## config.mk

```make
export PLATFORM = sky130hd
export DESIGN_NAME = multicycle_control
export DESIGN_NICKNAME = d
export VERILOG_FILES = /design/src/rtl/multicycle_control.sv
export SDC_FILE = /design/constraint.sdc
export NUM_CORES = 1
export LEC_CHECK = 0
export CAP_MARGIN = 20
export CORE_MARGIN = 5
export CORE_UTILIZATION = 46
export CTS_BUF_LIST = sky130_fd_sc_hd__clkbuf_8
export CTS_CLUSTER_SIZE = 14
export DETAILED_ROUTE_END_ITERATION = 12
export PLACE_DENSITY = 0.82
export SYNTH_ARGS = -nofsm -noshare
export SYNTH_HDL_FRONTEND = slang
export SYNTH_SLANG_ARGS = --single-unit
export TNS_END_PERCENT = 20
```

## constraint.sdc

```tcl
create_clock -name clk -period 2.41 [get_ports clk]
set_clock_uncertainty 0.15 [all_clocks]
set_input_delay 0.482 -clock clk [delete_from_list [all_inputs] [get_ports clk]]
set_output_delay 0.482 -clock clk [all_outputs]
set_load 0.01 [all_outputs]
```

## src/rtl/multicycle_control.sv

```systemverilog
// Multi-cycle main control FSM: fetch/decode/execute/memory/writeback sequencing.
// Optional build macro MCCTRL_ILLEGAL_TRAP_EN adds the TRAP state and trap output.
module multicycle_control #(
    parameter int OPW    = 6,
    parameter int ALUOPW = 2,
    parameter int CNTW   = 16,
    parameter logic [OPW-1:0] OP_RTYPE = OPW'(6'b000000),
    parameter logic [OPW-1:0] OP_LW    = OPW'(6'b100011),
    parameter logic [OPW-1:0] OP_SW    = OPW'(6'b101011),
    parameter logic [OPW-1:0] OP_BEQ   = OPW'(6'b000100),
    parameter logic [OPW-1:0] OP_ADDI  = OPW'(6'b001000),
    parameter logic [OPW-1:0] OP_J     = OPW'(6'b000010)
) (
    input  logic              clk,
    input  logic              reset_n,
    input  logic [OPW-1:0]    opcode,
    input  logic              mem_ready,
    output logic              pcwrite,
    output logic              pcwritecond,
    output logic              iord,
    output logic              memread,
    output logic              memwrite,
    output logic              irwrite,
    output logic              memtoreg,
    output logic              regdst,
    output logic              regwrite,
    output logic              alusrca,
    output logic [1:0]        alusrcb,
    output logic [ALUOPW-1:0] aluop,
    output logic [1:0]        pcsrc,
    output logic [CNTW-1:0]   instr_count,
    output logic [3:0]        state
`ifdef MCCTRL_ILLEGAL_TRAP_EN
    ,
    output logic              trap
`endif
);

    localparam logic [3:0] S_FETCH  = 4'd0;
    localparam logic [3:0] S_DECODE = 4'd1;
    localparam logic [3:0] S_MEMADR = 4'd2;
    localparam logic [3:0] S_MEMRD  = 4'd3;
    localparam logic [3:0] S_MEMWB  = 4'd4;
    localparam logic [3:0] S_MEMWR  = 4'd5;
    localparam logic [3:0] S_EXEC   = 4'd6;
    localparam logic [3:0] S_ALUWB  = 4'd7;
    localparam logic [3:0] S_BRANCH = 4'd8;
    localparam logic [3:0] S_ADDIEX = 4'd9;
    localparam logic [3:0] S_ADDIWB = 4'd10;
    localparam logic [3:0] S_JUMP   = 4'd11;
    localparam logic [3:0] S_TRAP   = 4'd12;
    localparam logic [3:0] S_IDLE   = 4'd15;

    localparam logic [ALUOPW-1:0] ALU_ADD = ALUOPW'(2'b00);
    localparam logic [ALUOPW-1:0] ALU_SUB = ALUOPW'(2'b01);
    localparam logic [ALUOPW-1:0] ALU_FN  = ALUOPW'(2'b10);

    logic [3:0]      state_q, state_d;
    logic [CNTW-1:0] cnt_q, cnt_d;

    // Next-state selection; undefined opcodes retire as no-ops or trap.
    always_comb begin
        state_d = state_q;
        case (state_q)
            S_IDLE:   state_d = S_FETCH;
            S_FETCH:  state_d = mem_ready ? S_DECODE : S_FETCH;
            S_DECODE: begin
                if (opcode == OP_LW || opcode == OP_SW)
                    state_d = S_MEMADR;
                else if (opcode == OP_RTYPE)
                    state_d = S_EXEC;
                else if (opcode == OP_BEQ)
                    state_d = S_BRANCH;
                else if (opcode == OP_ADDI)
                    state_d = S_ADDIEX;
                else if (opcode == OP_J)
                    state_d = S_JUMP;
                else
`ifdef MCCTRL_ILLEGAL_TRAP_EN
                    state_d = S_TRAP;
`else
                    state_d = S_FETCH;
`endif
            end
            S_MEMADR: state_d = (opcode == OP_SW) ? S_MEMWR : S_MEMRD;
            S_MEMRD:  state_d = mem_ready ? S_MEMWB : S_MEMRD;
            S_MEMWB:  state_d = S_FETCH;
            S_MEMWR:  state_d = mem_ready ? S_FETCH : S_MEMWR;
            S_EXEC:   state_d = S_ALUWB;
            S_ALUWB:  state_d = S_FETCH;
            S_BRANCH: state_d = S_FETCH;
            S_ADDIEX: state_d = S_ADDIWB;
            S_ADDIWB: state_d = S_FETCH;
            S_JUMP:   state_d = S_FETCH;
`ifdef MCCTRL_ILLEGAL_TRAP_EN
            S_TRAP:   state_d = S_TRAP;
`endif
            default:  state_d = S_FETCH;
        endcase
    end

    // An instruction retires whenever the FSM re-enters FETCH from a working state.
    always_comb begin
        cnt_d = cnt_q;
        if (state_d == S_FETCH && state_q != S_FETCH && state_q != S_IDLE)
            cnt_d = cnt_q + CNTW'(1);
    end

    // State and retire counter registers.
    always_ff @(posedge clk or negedge reset_n) begin
        if (!reset_n) begin
            state_q <= S_IDLE;
            cnt_q   <= '0;
        end else begin
            state_q <= state_d;
            cnt_q   <= cnt_d;
        end
    end

    // Control strobes decoded from the current state only (plus fetch handshake).
    always_comb begin
        pcwrite     = 1'b0;
        pcwritecond = 1'b0;
        iord        = 1'b0;
        memread     = 1'b0;
        memwrite    = 1'b0;
        irwrite     = 1'b0;
        memtoreg    = 1'b0;
        regdst      = 1'b0;
        regwrite    = 1'b0;
        alusrca     = 1'b0;
        alusrcb     = 2'b00;
        aluop       = ALU_ADD;
        pcsrc       = 2'b00;
        case (state_q)
            S_FETCH: begin
                memread = 1'b1;
                alusrcb = 2'b01;
                irwrite = mem_ready;
                pcwrite = mem_ready;
            end
            S_DECODE: alusrcb = 2'b11;
            S_MEMADR: begin
                alusrca = 1'b1;
                alusrcb = 2'b10;
            end
            S_MEMRD: begin
                memread = 1'b1;
                iord    = 1'b1;
            end
            S_MEMWB: begin
                memtoreg = 1'b1;
                regwrite = 1'b1;
            end
            S_MEMWR: begin
                memwrite = 1'b1;
                iord     = 1'b1;
            end
            S_EXEC: begin
                alusrca = 1'b1;
                aluop   = ALU_FN;
            end
            S_ALUWB: begin
                regdst   = 1'b1;
                regwrite = 1'b1;
            end
            S_BRANCH: begin
                alusrca     = 1'b1;
                aluop       = ALU_SUB;
                pcsrc       = 2'b01;
                pcwritecond = 1'b1;
            end
            S_ADDIEX: begin
                alusrca = 1'b1;
                alusrcb = 2'b10;
            end
            S_ADDIWB: regwrite = 1'b1;
            S_JUMP: begin
                pcsrc   = 2'b10;
                pcwrite = 1'b1;
            end
            default: ;
        endcase
    end

    assign instr_count = cnt_q;
    assign state       = state_q;
`ifdef MCCTRL_ILLEGAL_TRAP_EN
    assign trap        = (state_q == S_TRAP);
`endif

endmodule

```

# Word-level counts from Yosys, hierarchy flattened
# Index checks and enable logic that the tools add are counted.
# word_totals
input_bits	9
elab_cells	55
output_inout_bits	36
ff_bits	20
# classes
eq_ne	17
n_mux	23
n_addsub	1
n_reduce_logical	12
# ops
cell	count
$pmux W4 S7	1
$mux W4	5
$add A16 B1 Y16 const B	1
$eq A4 B3 Y1 const B	4
$eq A4 B4 Y1 const B	4
$eq A6 B6 Y1 const B	2
$mux W1	10
$mux W3	3
$eq A4 B2 Y1 const B	2
$logic_not A4 Y1	2
$pmux W2 S2	2
$eq A6 B2 Y1 const B	1
$eq A6 B3 Y1 const B	1
$eq A6 B4 Y1 const B	1
$logic_not A6 Y1	1
$pmux W2 S3	1
$reduce_or A2 Y1	3
$eq A4 B1 Y1 const B	1
$ne A4 B4 Y1 const B	1
$reduce_bool A4 Y1	1
$reduce_or A4 Y1	1
$reduce_or A3 Y1	1
$logic_and A1 B1 Y1	2
$pmux W1 S2	1
$logic_or A1 B1 Y1	1

# Longest topological paths before layout
# Gate-level depths: netlist of run 1.
# logic_depth
depth_word	10
depth_mapped	8
depth_no_buf	6

# Worst setup path after synthesis of run 1
# OpenSTA, ideal clock, no wires.
# synth_timing
path_type	flip-flop to flip-flop
start	register state_q[0] (netlist: state[0])
end	register cnt_q[4] (netlist: instr_count[4])
setup_time_ns	0.125
stages_incl_launch_ff	8
path_buffers	1
t_arrival_ns	1.894
period_less_slack_ns	2.169
required_ns	2.135
slack_ns	0.241
path_cell_list	dfstp_2 or2b_1 a31oi_1 a22o_1 nor4_4 buf_6 nand4_1 xnor2_1
# synth_via
elab_chain_len	5
elab_cells_between_ends	13
cone_classes	eq/ne: 7; mux: 1; reduce/logical: 5
# synth_rtl
element	line_no	rtl
start: declaration	58	logic [3:0] state_q, state_d;
start signal: assignment	115	state_q <= state_d;
$eq A4 B4 Y1 (tied with other cells)	64	case (state_q)
$pmux W4 S7 (*)	64	
via state_d[0]	58	
$logic_not A4 Y1 (*)	105	if (state_d == S_FETCH && state_q != S_FETCH && state_q != S_IDLE)
$logic_and A1 B1 Y1 (*) (2 in series)	105	
end signal: assignment	116	cnt_q <= cnt_d;
end: declaration	59	logic [CNTW-1:0] cnt_q, cnt_d;
# The timed path passes the listed nets; every way through them passes the cells marked *.
# A chain may end at the register's enable or synchronous reset.

# Final worst setup path of run 1
# layout_timing
start	register state_q[0] (netlist: state[0])
end	register cnt_q[1] (netlist: instr_count[1])
# layout_via
elab_chain_len	5
elab_cells_between_ends	13
cone_classes	eq/ne: 7; mux: 1; reduce/logical: 5
# layout_rtl
element	line_no
$eq A4 B4 Y1 (tied with other cells)	64
$pmux W4 S7	64
$logic_not A4 Y1	105
$logic_and A1 B1 Y1	105
$logic_and A1 B1 Y1 (*)	105
# Mark *: on every way between the ends. The rest lies on a longest branch, timed or not.

==> results of run 1 <==
==> cell type report <==
| class | instances | share of cell area (%) |
|---|---|---|
| Multi-Input combinational cell | 103 | 38.0 |
| Timing Repair Buffer | 71 | 32.4 |
| Tap cell | 31 | 1.94 |
| Inverter | 2 | 0.375 |
| Sequential cell | 20 | 25.2 |
| Clock buffer | 3 | 2.06 |
==> synth_stat cells, types with 3 or more instances <==
cell type	number
dfrtp_1	16
nand4_1	10
and3_1	5
nand2b_1	3
nor3_1	9
dfstp_2	4
nand2_1	9
a31oi_1	3
xnor2_1	15
and2_1	6
nand3_1	5
nor2_1	5
xor2_1	3
buf_2	4
==> flip-flops by register name, indices dropped and copies added, names as in the netlist <==
name	flops
state	4
instr_count	16
==> worst max-delay path by stage <==
| stage | startpoint | cells past startpoint | endpoint |
|---|---|---|---|
| floorplan | state[0] | 7 | instr_count[4] |
| global placement | opcode[1] | 6 | instr_count[1] |
| detailed placement | opcode[1] | 6 | instr_count[1] |
| CTS | state[1] | 4 | alusrcb[1] |
| global route | state[0] | 7 | instr_count[1] |
| finish | state[0] | 7 | instr_count[1] |
==> repair_timing <==
| action | in CTS | in global routing |
|---|---|---|
| pin swaps | 2 | 9 |
| hold buffers | 0 | 0 |
| setup endpoints to repair | 31 | 25 |
| gates cloned | 0 | 1 |
| endpoints found under the hold margin | 0 | 0 |
| buffers inserted | 4 | 7 |
| resized for setup | 23 | 16 |
==> worst register-to-register path, delay by kind of cell (launching register included) <==
family          cells  cell delay [ps]
simple gates        3              660
flops               1              560
compound gates      1              420
buf+inv             2              290
mux                 1              260
==> kinds of logic after synthesis <==
kind of cell | Yosys count | share of synthesized area [%]
multiplexers | 2 | 1.67
buffers and inverters | 10 | 4.50
AND/OR/NAND/NOR | 68 | 32.6
AO/OA/AOI/OAI | 14 | 8.33
XOR/XNOR | 18 | 12.3
adder cells (fa/ha/maj) | 1 | 0.979
flip-flops | 20 | 39.6
==> per-layer routing <==
metal  GRT usage, %  vias to the layer above
met2           33.8                       52
li1               -                      613
met3           4.68                        4
met5              0                        -
met1           23.5                      625
met4           8.22                        0
==> power groups by stage <==
stage / Combinational (mW) / Sequential [mW] / Clock (mW)
final: 1.36 / 0.547 / 0.219
after global routing: 1.49 / 0.560 / 0.236
after CTS: 1.27 / 0.545 / 0.214
after detailed placement: 1.19 / 0.547 / 0
after global placement: 1.16 / 0.542 / 0
after floorplan: 0.646 / 0.553 / 0
==> impl_summary.txt, run 1 <==
----------------------------------------------------
[Run status]
  Result of the run ... complete, but fails checks
  Violations in the final reports ... setup timing

[Floorplan]
  I/O pin count ... 45
  Number of rows created at floorplan ... 19
  Overall die area ... about 4000 um2
  Effective utilization at floorplan ... 47.1%
  Overall die width ... 62.7 um
  Core Footprint ... approximately 2700 um2
  Height of the chip ... about 63 um

[Yosys]
  Top cell type's share of synthesized area ... roughly a third
  Number of nets produced by synthesis ... between 100 and 150
  Synth async-reset ratio ... between 90% and 100%
  Top flip-flop cell by instance count after synthesis ... dfrtp_1
  Sequential share of the synthesized area ... 39.6%
  Syn avg cell area ... 9.61 um2
  Number of synthesized register bits ... 20
  Area leader, netlist ... dfrtp_1
  Synthesis warning total ... 0
  Netlist cell types ... 43
  Top cells by area in the synthesized netlist ... dfrtp_1, xnor2_1, dfstp_2, nand4_1, nor3_1
  Number of standard cells after synthesis ... roughly 130
  Number of synthesized flops with an enable pin ... 0
  Post-synthesis instance area ... between 1000 and 1500 um2

[Critical path]
  Cell with the largest stage delay on the worst path ... dfstp_2
  Worst Setup Start Kind ... register
  Origin of the critical flop-to-flop path ... state[0]
  Worst r2r path cells ... 7
  Critical path data arrival time ... around 2500 ps
  R2r setup slk ... -50 ps
  Kind of critical path ... register to register
  Cell-by-cell listing of the critical path ... buf_6 > or4b_4 > a2111o_1 > nand4b_4 > nor4_4 > buf_4 > mux2_2
  CP required ... roughly 2400 ps
  Crit path capture type ... register
  Maximum fanout along the worst path ... 5
  Crit Reg-Reg Endpoint ... instr_count[1]
  CP Buf/Inv Count ... 2
  Largest stage delay on the critical path ... ~560 ps
  Family of cells with the greatest summed delay on the critical path ... simple AND/OR/NAND/NOR gates

[Placed design]
  Pre-CTS setup slack ... -592 ps
  Placed Cells incl. Taps ... between 200 and 250
  Post-place instance area ... between 1500 and 2000 um2
  GP Congestion ... between 0.9 and 1
  Detailed Place HPWL ... between 2000 and 3000 um
  Number of port buffers ... 44

[Cells and area]
  Post-route cell area ... around 2000 um2
  Commonest non-fill, non-tap cell in the layout ... clkdlybuf4s50_1
  Synth-to-Final Area Change ... 56.9%
  Count of fill cells added during filler insertion ... roughly 200
  Most frequent cells in the layout ... clkdlybuf4s50_1, buf_4, dfrtp_1
  Storage element area ... 505 um2
  Final standard cell count with taps included and fillers excluded ... 230
  Count of nets after finishing ... 211
  End-of-flow core utilization ... between 70% and 80%
  Area of combinational cells with multiple inputs ... about 760 um2
  Layout cells sized above 1 ... between 20% and 30%
  Number of diodes added for antenna fixing ... 0

[Clocking]
  Clock buffers created by TritonCTS ... 3
  TritonCTS clock tree ... built
  Insertion delay to the later sink of the worst-skew pair ... around 260 ps
  Maximum clock path buffer count ... 2
  Worst-path clk slew ... about 70 ps
  CTS Sinks ... 20
  H-tree depth reported by CTS ... 1
  Clock root cell ... clkbuf_8

[Worst hold path]
  Path category of the worst min-delay check ... register to register
  Startpoint of the worst hold path ... instr_count[15]
  Count of cells along the worst hold path ... 1
  Worst Hold End ... instr_count[15]

[Global routing]
  Pin count of the biggest net entering global routing ... 21
  Overall global routing resource usage ... around 20%
  Congestion Overflow GR ... 0
  Antenna violations before repair ... 0
  Via count of the first global-routing pass ... 1287
  Wire length of the first global-routing pass ... approximately 6300 um

[STA]
  Sum of negative setup slack ... -82.7 ps
  Final worst-path setup slack ... -50.3 ps
  Unrepaired setup endpoints after global routing ... yes
  Max Slew Vio Count ... 0
  Fmax ... approximately 0.4 GHz
  Worst-case headroom to the max-slew limit ... between 70% and 80%
  Worst Max-Slew Pin Slew ... approximately 400 ps
  Worst slack on hold paths ... around 340 ps
  Min Tclk post-route ... between 2000 and 2500 ps
  Endpoints failing hold ... 0
  Final critical-path share of the clock period ... 102%
  Number of setup violations in the final report ... 2

[Pwr]
  Peak supply drop ... 939 uV
  Part of the total power dissipated in the clock network ... about 10%
  Static leakage ... 0.953 nW
  Power density normalized to cell area ... 1060 nW/um2
  Pwr Total ... about 2.1 mW
  P_int ... roughly 1.3 mW
  Switching part of the total power ... approximately two fifths
  Register share of total power ... about a quarter
  Net switching power ... 0.852 mW
  Share of power burned in combinational logic ... 64.1%

[Route]
  Metal-1 WL ... around 1500 um
  Met2 Wirelength ... between 1500 and 2000 um
  Metal3 WL ... about 240 um
  Vias per cell ... 5.63
  Max layer used ... met4
  Wire length per cell ... 16.5 um
  DRT iter0 DRCs ... slightly above 60
  Vias ... between 1000 and 1500
  Number of DRC violations after detailed routing ... 0
  Detailed-router iteration count before antenna repair ... 4
  Routed Wire Length ... 3800 um
  Antenna-violating nets left ... 0

[Job]
  Number of maximum-capacitance constraint violations ... 0

----------------------------------------------------
Power figures use the tool's default switching activity.
==> inputs of run 2 (changes only) <==
--- a/config.mk
+++ b/config.mk
@@ -5,12 +5,13 @@
 export SDC_FILE = /design/constraint.sdc
 export NUM_CORES = 1
 export LEC_CHECK = 0
-export CAP_MARGIN = 20
+export CAP_MARGIN = 40
 export CORE_MARGIN = 5
 export CORE_UTILIZATION = 46
 export CTS_BUF_LIST = sky130_fd_sc_hd__clkbuf_8
 export CTS_CLUSTER_SIZE = 14
 export DETAILED_ROUTE_END_ITERATION = 12
+export HOLD_SLACK_MARGIN = 0.05
 export PLACE_DENSITY = 0.82
 export SYNTH_ARGS = -nofsm -noshare
 export SYNTH_HDL_FRONTEND = slang
==> results of run 2 <==
No change in the layout: final DEF, timing and power equal those of run 1.
